**config.mk**
```make
export PLATFORM = sky130hd
export DESIGN_NAME = mem_store_serializer
export DESIGN_NICKNAME = d
export VERILOG_FILES = /design/src/rtl/mem_store_serializer_pkg.sv /design/src/rtl/store_byte_sel.sv /design/src/rtl/mem_store_serializer.sv
export SDC_FILE = /design/constraint.sdc
export NUM_CORES = 1
export LEC_CHECK = 0
export CAP_MARGIN = 20
export CORE_ASPECT_RATIO = 0.6
export CORE_UTILIZATION = 40
export CTS_CLUSTER_DIAMETER = 150
export CTS_CLUSTER_SIZE = 20
export DETAILED_ROUTE_END_ITERATION = 7
export PLACE_DENSITY = 0.7
export SETUP_SLACK_MARGIN = 0.1
export SLEW_MARGIN = 20
export SYNTH_ARGS = -nofsm -noshare
export SYNTH_HDL_FRONTEND = slang
export SYNTH_SLANG_ARGS = --single-unit
```
**constraint.sdc**
```tcl
create_clock -name CLK -period 3.2 [get_ports CLK]
set_input_delay 0.96 -clock CLK [delete_from_list [all_inputs] [get_ports CLK]]
set_output_delay 0.96 -clock CLK [all_outputs]
set_load 0.01 [all_outputs]
```
**src/rtl/mem_store_serializer_pkg.sv**
```systemverilog
// rtl/mem_store_serializer_pkg.sv - shared SIZE encodings, FSM state type and store helpers
package mem_store_serializer_pkg;

    localparam logic [1:0] SZ_BYTE = 2'b00;
    localparam logic [1:0] SZ_HALF = 2'b01;
    localparam logic [1:0] SZ_WORD = 2'b10;

    typedef enum logic [1:0] {
        ST_IDLE   = 2'd0,
        ST_WRITE  = 2'd1,
        ST_FINISH = 2'd2,
        ST_FAULT  = 2'd3
    } state_e;

    // Index of the final byte of a store: one less than its byte count.
    function automatic logic [1:0] last_byte_idx(input logic [1:0] size);
        logic [1:0] idx;
        case (size)
            SZ_HALF: idx = 2'd1;
            SZ_WORD: idx = 2'd3;
            default: idx = 2'd0;
        endcase
        return idx;
    endfunction

    function automatic logic store_rejected(input logic [1:0] size, input logic [1:0] addr_lo);
        logic bad;
        case (size)
            SZ_BYTE: bad = 1'b0;
            SZ_HALF: bad = addr_lo[0];
            SZ_WORD: bad = (addr_lo != 2'b00);
            default: bad = 1'b1;
        endcase
        return bad;
    endfunction

endpackage

```
**src/rtl/store_byte_sel.sv**
```systemverilog
// rtl/store_byte_sel.sv - picks byte idx of a 32-bit store word, little-endian
module store_byte_sel (
    input  logic [31:0] data_i,
    input  logic [1:0]  idx_i,
    output logic [7:0]  byte_o
);

    always_comb begin
        byte_o = 8'h00;
        case (idx_i)
            2'd0: byte_o = data_i[7:0];
            2'd1: byte_o = data_i[15:8];
            2'd2: byte_o = data_i[23:16];
            2'd3: byte_o = data_i[31:24];
            default: byte_o = 8'h00;
        endcase
    end

endmodule

```
**src/rtl/mem_store_serializer.sv**
```systemverilog
// rtl/mem_store_serializer.sv - serializes byte/halfword/word stores into byte writes
module mem_store_serializer
    import mem_store_serializer_pkg::*;
#(
    parameter int ADDR_W = 32
) (
    input  logic              CLK,
    input  logic              RST_N,
    input  logic              START,
    input  logic [1:0]        SIZE,
    input  logic [ADDR_W-1:0] ADDR,
    input  logic [31:0]       DATA,
    input  logic              MEM_READY,
    output logic              MEM_WE,
    output logic [ADDR_W-1:0] MEM_ADDR,
    output logic [7:0]        MEM_WDATA,
    output logic              BUSY,
    output logic              DONE,
    output logic              ERR
);

    state_e            state_q, state_d;
    logic [ADDR_W-1:0] addr_q, addr_d;
    logic [31:0]       data_q, data_d;
    logic [1:0]        last_q, last_d;
    logic [1:0]        idx_q, idx_d;
    logic [7:0]        sel_byte;

    always_ff @(posedge CLK or negedge RST_N) begin
        if (!RST_N) begin
            state_q <= ST_IDLE;
            addr_q  <= '0;
            data_q  <= '0;
            last_q  <= '0;
            idx_q   <= '0;
        end else begin
            state_q <= state_d;
            addr_q  <= addr_d;
            data_q  <= data_d;
            last_q  <= last_d;
            idx_q   <= idx_d;
        end
    end

    always_comb begin
        state_d = state_q;
        addr_d  = addr_q;
        data_d  = data_q;
        last_d  = last_q;
        idx_d   = idx_q;
        MEM_WE  = 1'b0;
        DONE    = 1'b0;
        ERR     = 1'b0;
        case (state_q)
            ST_IDLE: begin
                if (START) begin
                    if (store_rejected(SIZE, ADDR[1:0])) begin
                        state_d = ST_FAULT;
                    end else begin
                        addr_d  = ADDR;
                        data_d  = DATA;
                        last_d  = last_byte_idx(SIZE);
                        idx_d   = 2'd0;
                        state_d = ST_WRITE;
                    end
                end
            end
            ST_WRITE: begin
                MEM_WE = 1'b1;
                if (MEM_READY) begin
                    if (idx_q == last_q) begin
                        state_d = ST_FINISH;
                    end else begin
                        idx_d = idx_q + 2'd1;
                    end
                end
            end
            ST_FINISH: begin
                DONE    = 1'b1;
                state_d = ST_IDLE;
            end
            ST_FAULT: begin
                ERR     = 1'b1;
                state_d = ST_IDLE;
            end
            default: state_d = ST_IDLE;
        endcase
    end

    store_byte_sel u_byte_sel (
        .data_i (data_q),
        .idx_i  (idx_q),
        .byte_o (sel_byte)
    );

    // Address and data buses read as zero outside WRITE so reset/idle values are clean.
    assign MEM_ADDR  = MEM_WE ? (addr_q + ADDR_W'(idx_q)) : '0;
    assign MEM_WDATA = MEM_WE ? sel_byte : 8'h00;
    assign BUSY      = (state_q != ST_IDLE);

endmodule

```
-- Word-level counts from Yosys, hierarchy flattened
Cells that the tools add are included.
- register bits after elaboration: 70
- input port bits: 70
- logic and storage cells: 52
- output and inout bits: 44
- reductions and logical operators: 10
- $add $sub $neg: 2
- multiplexer cells: 20
- equal/unequal tests: 14
- bitwise operators: 1
- operators with widths (cell ; number):
    32-bit by 2-bit adder with 32-bit output ; 1
    32-bit two-way mux ; 1
    8-bit case mux with 4 select lines ; 1
    2-bit two-way mux ; 8
    2-bit == test, second input constant ; 5
    2-bit != test, second input constant ; 5
    8-bit two-way mux ; 1
    2-bit case mux with 2 select lines ; 2
    2-bit by 1-bit == test with 1-bit output, second input constant ; 3
    2-bit zero test ; 3
    2-bit case mux with 3 select lines ; 1
    3-bit AND reduction ; 2
    2-bit nonzero test ; 3
    1-bit two-way mux ; 5
    5-bit AND reduction ; 1
    1-bit case mux with 3 select lines ; 1
    2-bit by 1-bit adder with 2-bit output, second input constant ; 1
    2-bit == test ; 1
    2-bit OR reduction ; 1
    1-bit inverter ; 1

-- Longest topological paths before layout
- depth in word-level cells: 7
- mapped depth: 10

-- Cells and area by module
From an unflattened synthesis, not the netlist that was laid out.
- cell total of the unflattened synthesis: 340
- area, all modules: 3842.4 um^2
- by module, submodules not included (module ; cells each ; area an instance (um^2) ; times used):
    mem_store_serializer ; 330 ; 3646.0 ; 1
    store_byte_sel ; 10 ; 196.4 ; 1

-- Least setup slack after synthesis
No wires, ideal clock.
- path kind: register to output
- start point: reg idx_q[0]
- end point: out MEM_ADDR[28]
- arrival: 1.842 ns
- path slack: 0.398 ns
- cell stages (with the launch flop): 8
- buffers on the path: 0
- cell sequence: dfrtp_1 ha_1 fa_1 and4_1 nand3_1 nor4_1 xnor2_1 nor2_1
- word-level cells in the longest chain between the ends: 2
- ends and longest elaborated chain (item ; line ; RTL):
    from (decl) ; mem_store_serializer.sv:26 ; logic [1:0] idx_q, idx_d;
    from (signal assigned) ; mem_store_serializer.sv:41 ; idx_q <= idx_d;
    32-bit by 2-bit adder with 32-bit output ; mem_store_serializer.sv:97 ; assign MEM_ADDR = MEM_WE ? (addr_q + ADDR_W'(idx_q)) : '0;
    32-bit two-way mux ; mem_store_serializer.sv:97 ;
    to (decl) ; mem_store_serializer.sv:15 ; output logic [ADDR_W-1:0] MEM_ADDR,
No other way between the ends.

-- Final worst setup path
- start point: reg idx_q[1]
- end point: out MEM_ADDR[29]
Same word-level chain as after synthesis.

==> flow_summary.yaml <==
cts:
  clkSinkCount: 70
  cts_buffers: 9
  cts.reportedPaths.clkPinSlew_ns: 0.06
  cts_buffer_depth: 2
  htreeDepth: 3
  cts_tree: "yes"
  hold_buffers: 0
  root_buffer: "clkbuf_16"
  clk_latency_ns: 0.34
worst_setup_path:
  cp-end-kind: "primary output"
  crit_family: "simple AND/OR/NAND/NOR gates"
  slowest_stage: "dfrtp_1"
  worstSetupPathType: "flip-flop to primary output"
  worstPathMaxFanout: 4
  reg2reg_to: "addr_q[6]"
  cp-startpoint: "idx_q[1]"
  start_kind: "flip-flop"
  path_buf_inv: 2
  cp.required_ns: 2.24
  crit_chain: "ha_1 -> a21o_1 -> nand4_1 -> buf_4 -> nor4_4 -> xnor2_1 -> nor2_1 -> buf_2"
  r2r_start: "state_q[1]"
  cp.depth: 8
  ff2ff_path_depth: 3
  cpPeakStageDelay_ns: 0.40
  worst_ep_arrival_time_ns: 2.30
  rrSetupSlack_ns: 1.49
  endpoint: "MEM_ADDR[29]"
pwr:
  seqPwrFrac_pct: 29.0
  power.share.switching_pct: 36.66
  leakage_nw: 2.691
  p_clk_share_pct: 21.5
  irDropWorstVdd_uv: 450.8
  p_sw_mw: 2.123
  power_density_nw_per_um2: 970.0
  power.internal_mw: 3.668
  total_power_mw: 5.791
  comb_power_share_pct: 49.5
layout:
  final_cell_count_no_fill: 642
  syn_to_final_growth_pct: 56.12
  regArea_um2: 1753
  utilization_pct: 64.73
  nets: 587
  design_area_um2: 5969
  nFillCells: 702
  diodes: 0
  drive_gt1_share_pct: 38.09
  multi_input_area_um2: 2223
sta:
  worst_pin_slew_ns: 0.9056
  setup_ws_ns: -0.05660
  tns_ns: -0.05717
  max_freq_mhz: 307.1
  report.final.hold_viol_count: 0
  fin_crit_sh_pct: 101.8
  skew_ns: 0.004926
  finalSetupViolCount: 2
  drv_slew: 0
  fin_hold_ws_ns: 0.5055
  rsz0062_at_grt: "yes"
  min_period_ns: 3.257
  max_slew_margin_pct: 39.63
floorplan:
  die_w_um: 128.2
  initial_core_util_pct: 41.46
  die_area_um2: 9967
  core_area_um2: 9223
  placementRows: 27
  io_pins: 114
  die_height_um: 77.74
place:
  dp_hpwl_mm: 7.407
  place_inst: 614
  portBuffers: 113
  dp_worst_setup_slack_ns: -0.1234
  gp_congestion: 0.8171
  placedInstanceArea_um2: 5333
route:
  wl_mm: 10.84
  ant_nets: 0
  route.met3.wl_um: 654
  route.met2.wl_mm: 4.739
  top_layer: "met4"
  routed_via_density: 5.056
  vias: 3246
  first_pass_iters: 6
  wl_met1_mm: 5.355
  drt_iter0_markers: 246
  wire_per_inst_um: 16.88
  drc: 0
synthesis:
  netlist_area_um2: 3824
  ys_types: 34
  syn_inst: 354
  ys_seq_elements: 70
  synth_top_area_share_pct: 45.81
  ys_seq_area_share_pct: 45.81
  avgSynthCellArea_um2: 10.80
  yosysTopAreaCell: "dfrtp_1"
  synth_area_leaders: "dfrtp_1 46%, mux2_2 17%, nor2_1 4.8%"
  ys_warn_count: 0
  synth_nets: 434
global_routing:
  grt_pass1_vias: 3335
  grt.overflow.total: 0
  grt_max_degree: 71
  antenna_found_initial: 0
  grt_usage_pct: 23.21
  grt_pass1_wl_mm: 17.61
run:
  cap_viol_max_count: 0
outcome:
  status: "complete, but fails checks"
  failed_checks: "negative setup slack"
worst_hold_path:
  hold_class: "flip-flop to flip-flop"
-- cell families after synthesis --
kind of cell             Yosys count  synth area share (%)
AO/OA/AOI/OAI                     30                 5.367
XOR/XNOR                          29                 6.643
adder cells (fa/ha/maj)           10                 3.469
buffers and inverters             29                 3.468
flip-flops                        70                 45.81
multiplexers                      65                 19.73
AND/OR/NAND/NOR                  121                 15.51
-- worst min path at each step --
stage / startpoint / endpoint / slack (ns) / cells past startpoint
floorplan: last_q[0] / last_q[0] / 0.47 / 2
global placement: data_q[11] / data_q[11] / 0.49 / 1
detailed placement: data_q[26] / data_q[26] / 0.49 / 1
CTS: data_q[11] / data_q[11] / 0.51 / 1
global route: data_q[11] / data_q[11] / 0.52 / 1
finish: data_q[14] / data_q[14] / 0.51 / 1
-- state kept, by name, summed over array words and instances, names as in the netlist --
name	cells
addr_q	32
state_q	2
last_q	2
idx_q	2
data_q	32
-- synthesized netlist by cell type --
cell      instances
a21o_1            1
clkbuf_1         11
or2_2             1
a21oi_1          11
o21bai_1          1
dfrtp_1          70
nor4_1            5
o21ai_0           5
ha_1              9
and4_1            5
a222oi_1          8
nor2_1           49
or4b_1            1
or3_1             3
nor4bb_1          1
buf_2             7
and3_1            4
mux2_4            6
xnor2_1          14
nor2b_1           1
o211ai_1          1
a41o_1            1
mux2_2           59
inv_1             9
nand2_1          17
xor2_1           15
fa_1              1
buf_6             2
nor3_1            7
nand2b_1          1
nand4_1          12
and2_1            6
nand3_1           8
a31oi_1           2
-- final cells by class --
class                   instances  area share, %
multi-input cells             255          37.25
flip-flops and latches         70          29.36
repair buffers                162          23.89
clock buffers                   9          3.773
well taps                     130          2.725
clock inverters                 7          2.431
inverters                       9         0.5659
-- power by group through the flow --
stage / logic (mW) / registers [mW] / clock network [mW]
floorplan: 1.50 / 1.63 / 0
global placement: 2.83 / 1.64 / 0
global route: 3.10 / 1.74 / 1.30
finish: 2.87 / 1.68 / 1.25
detailed placement: 2.87 / 1.66 / 0
CTS: 2.77 / 1.65 / 1.26
-- per-layer routing --
layer,global-route usage (%),vias to the layer above
met1,33.39,1582
met3,6.897,9
met4,6.471,0
met2,33.57,97
met5,0,-
li1,-,1558
-- layout by cell type (no fill, tap or decap), drive strengths merged, types with 6 or more instances in the layout --
cell type	instances
nor3	7
xor2	15
inv	10
clkdlybuf4s50	73
nand4	12
a222oi	8
xnor2	14
nor2	49
ha	9
dfrtp	70
a21oi	11
mux2	65
buf	72
clkbuf	14
nand2	17
dlygate4sd2	9
and2	6
nand3	8
-- timing repair --
item	4_1_cts	5_1_grt
setup buffers	9	3
pin swaps	32	26
gates resized for setup	145	33
cloned	0	0
hold endpoints to repair	0	0
endpoints found under the setup margin	39	33
No activity file was read; power rests on OpenSTA's default activity.
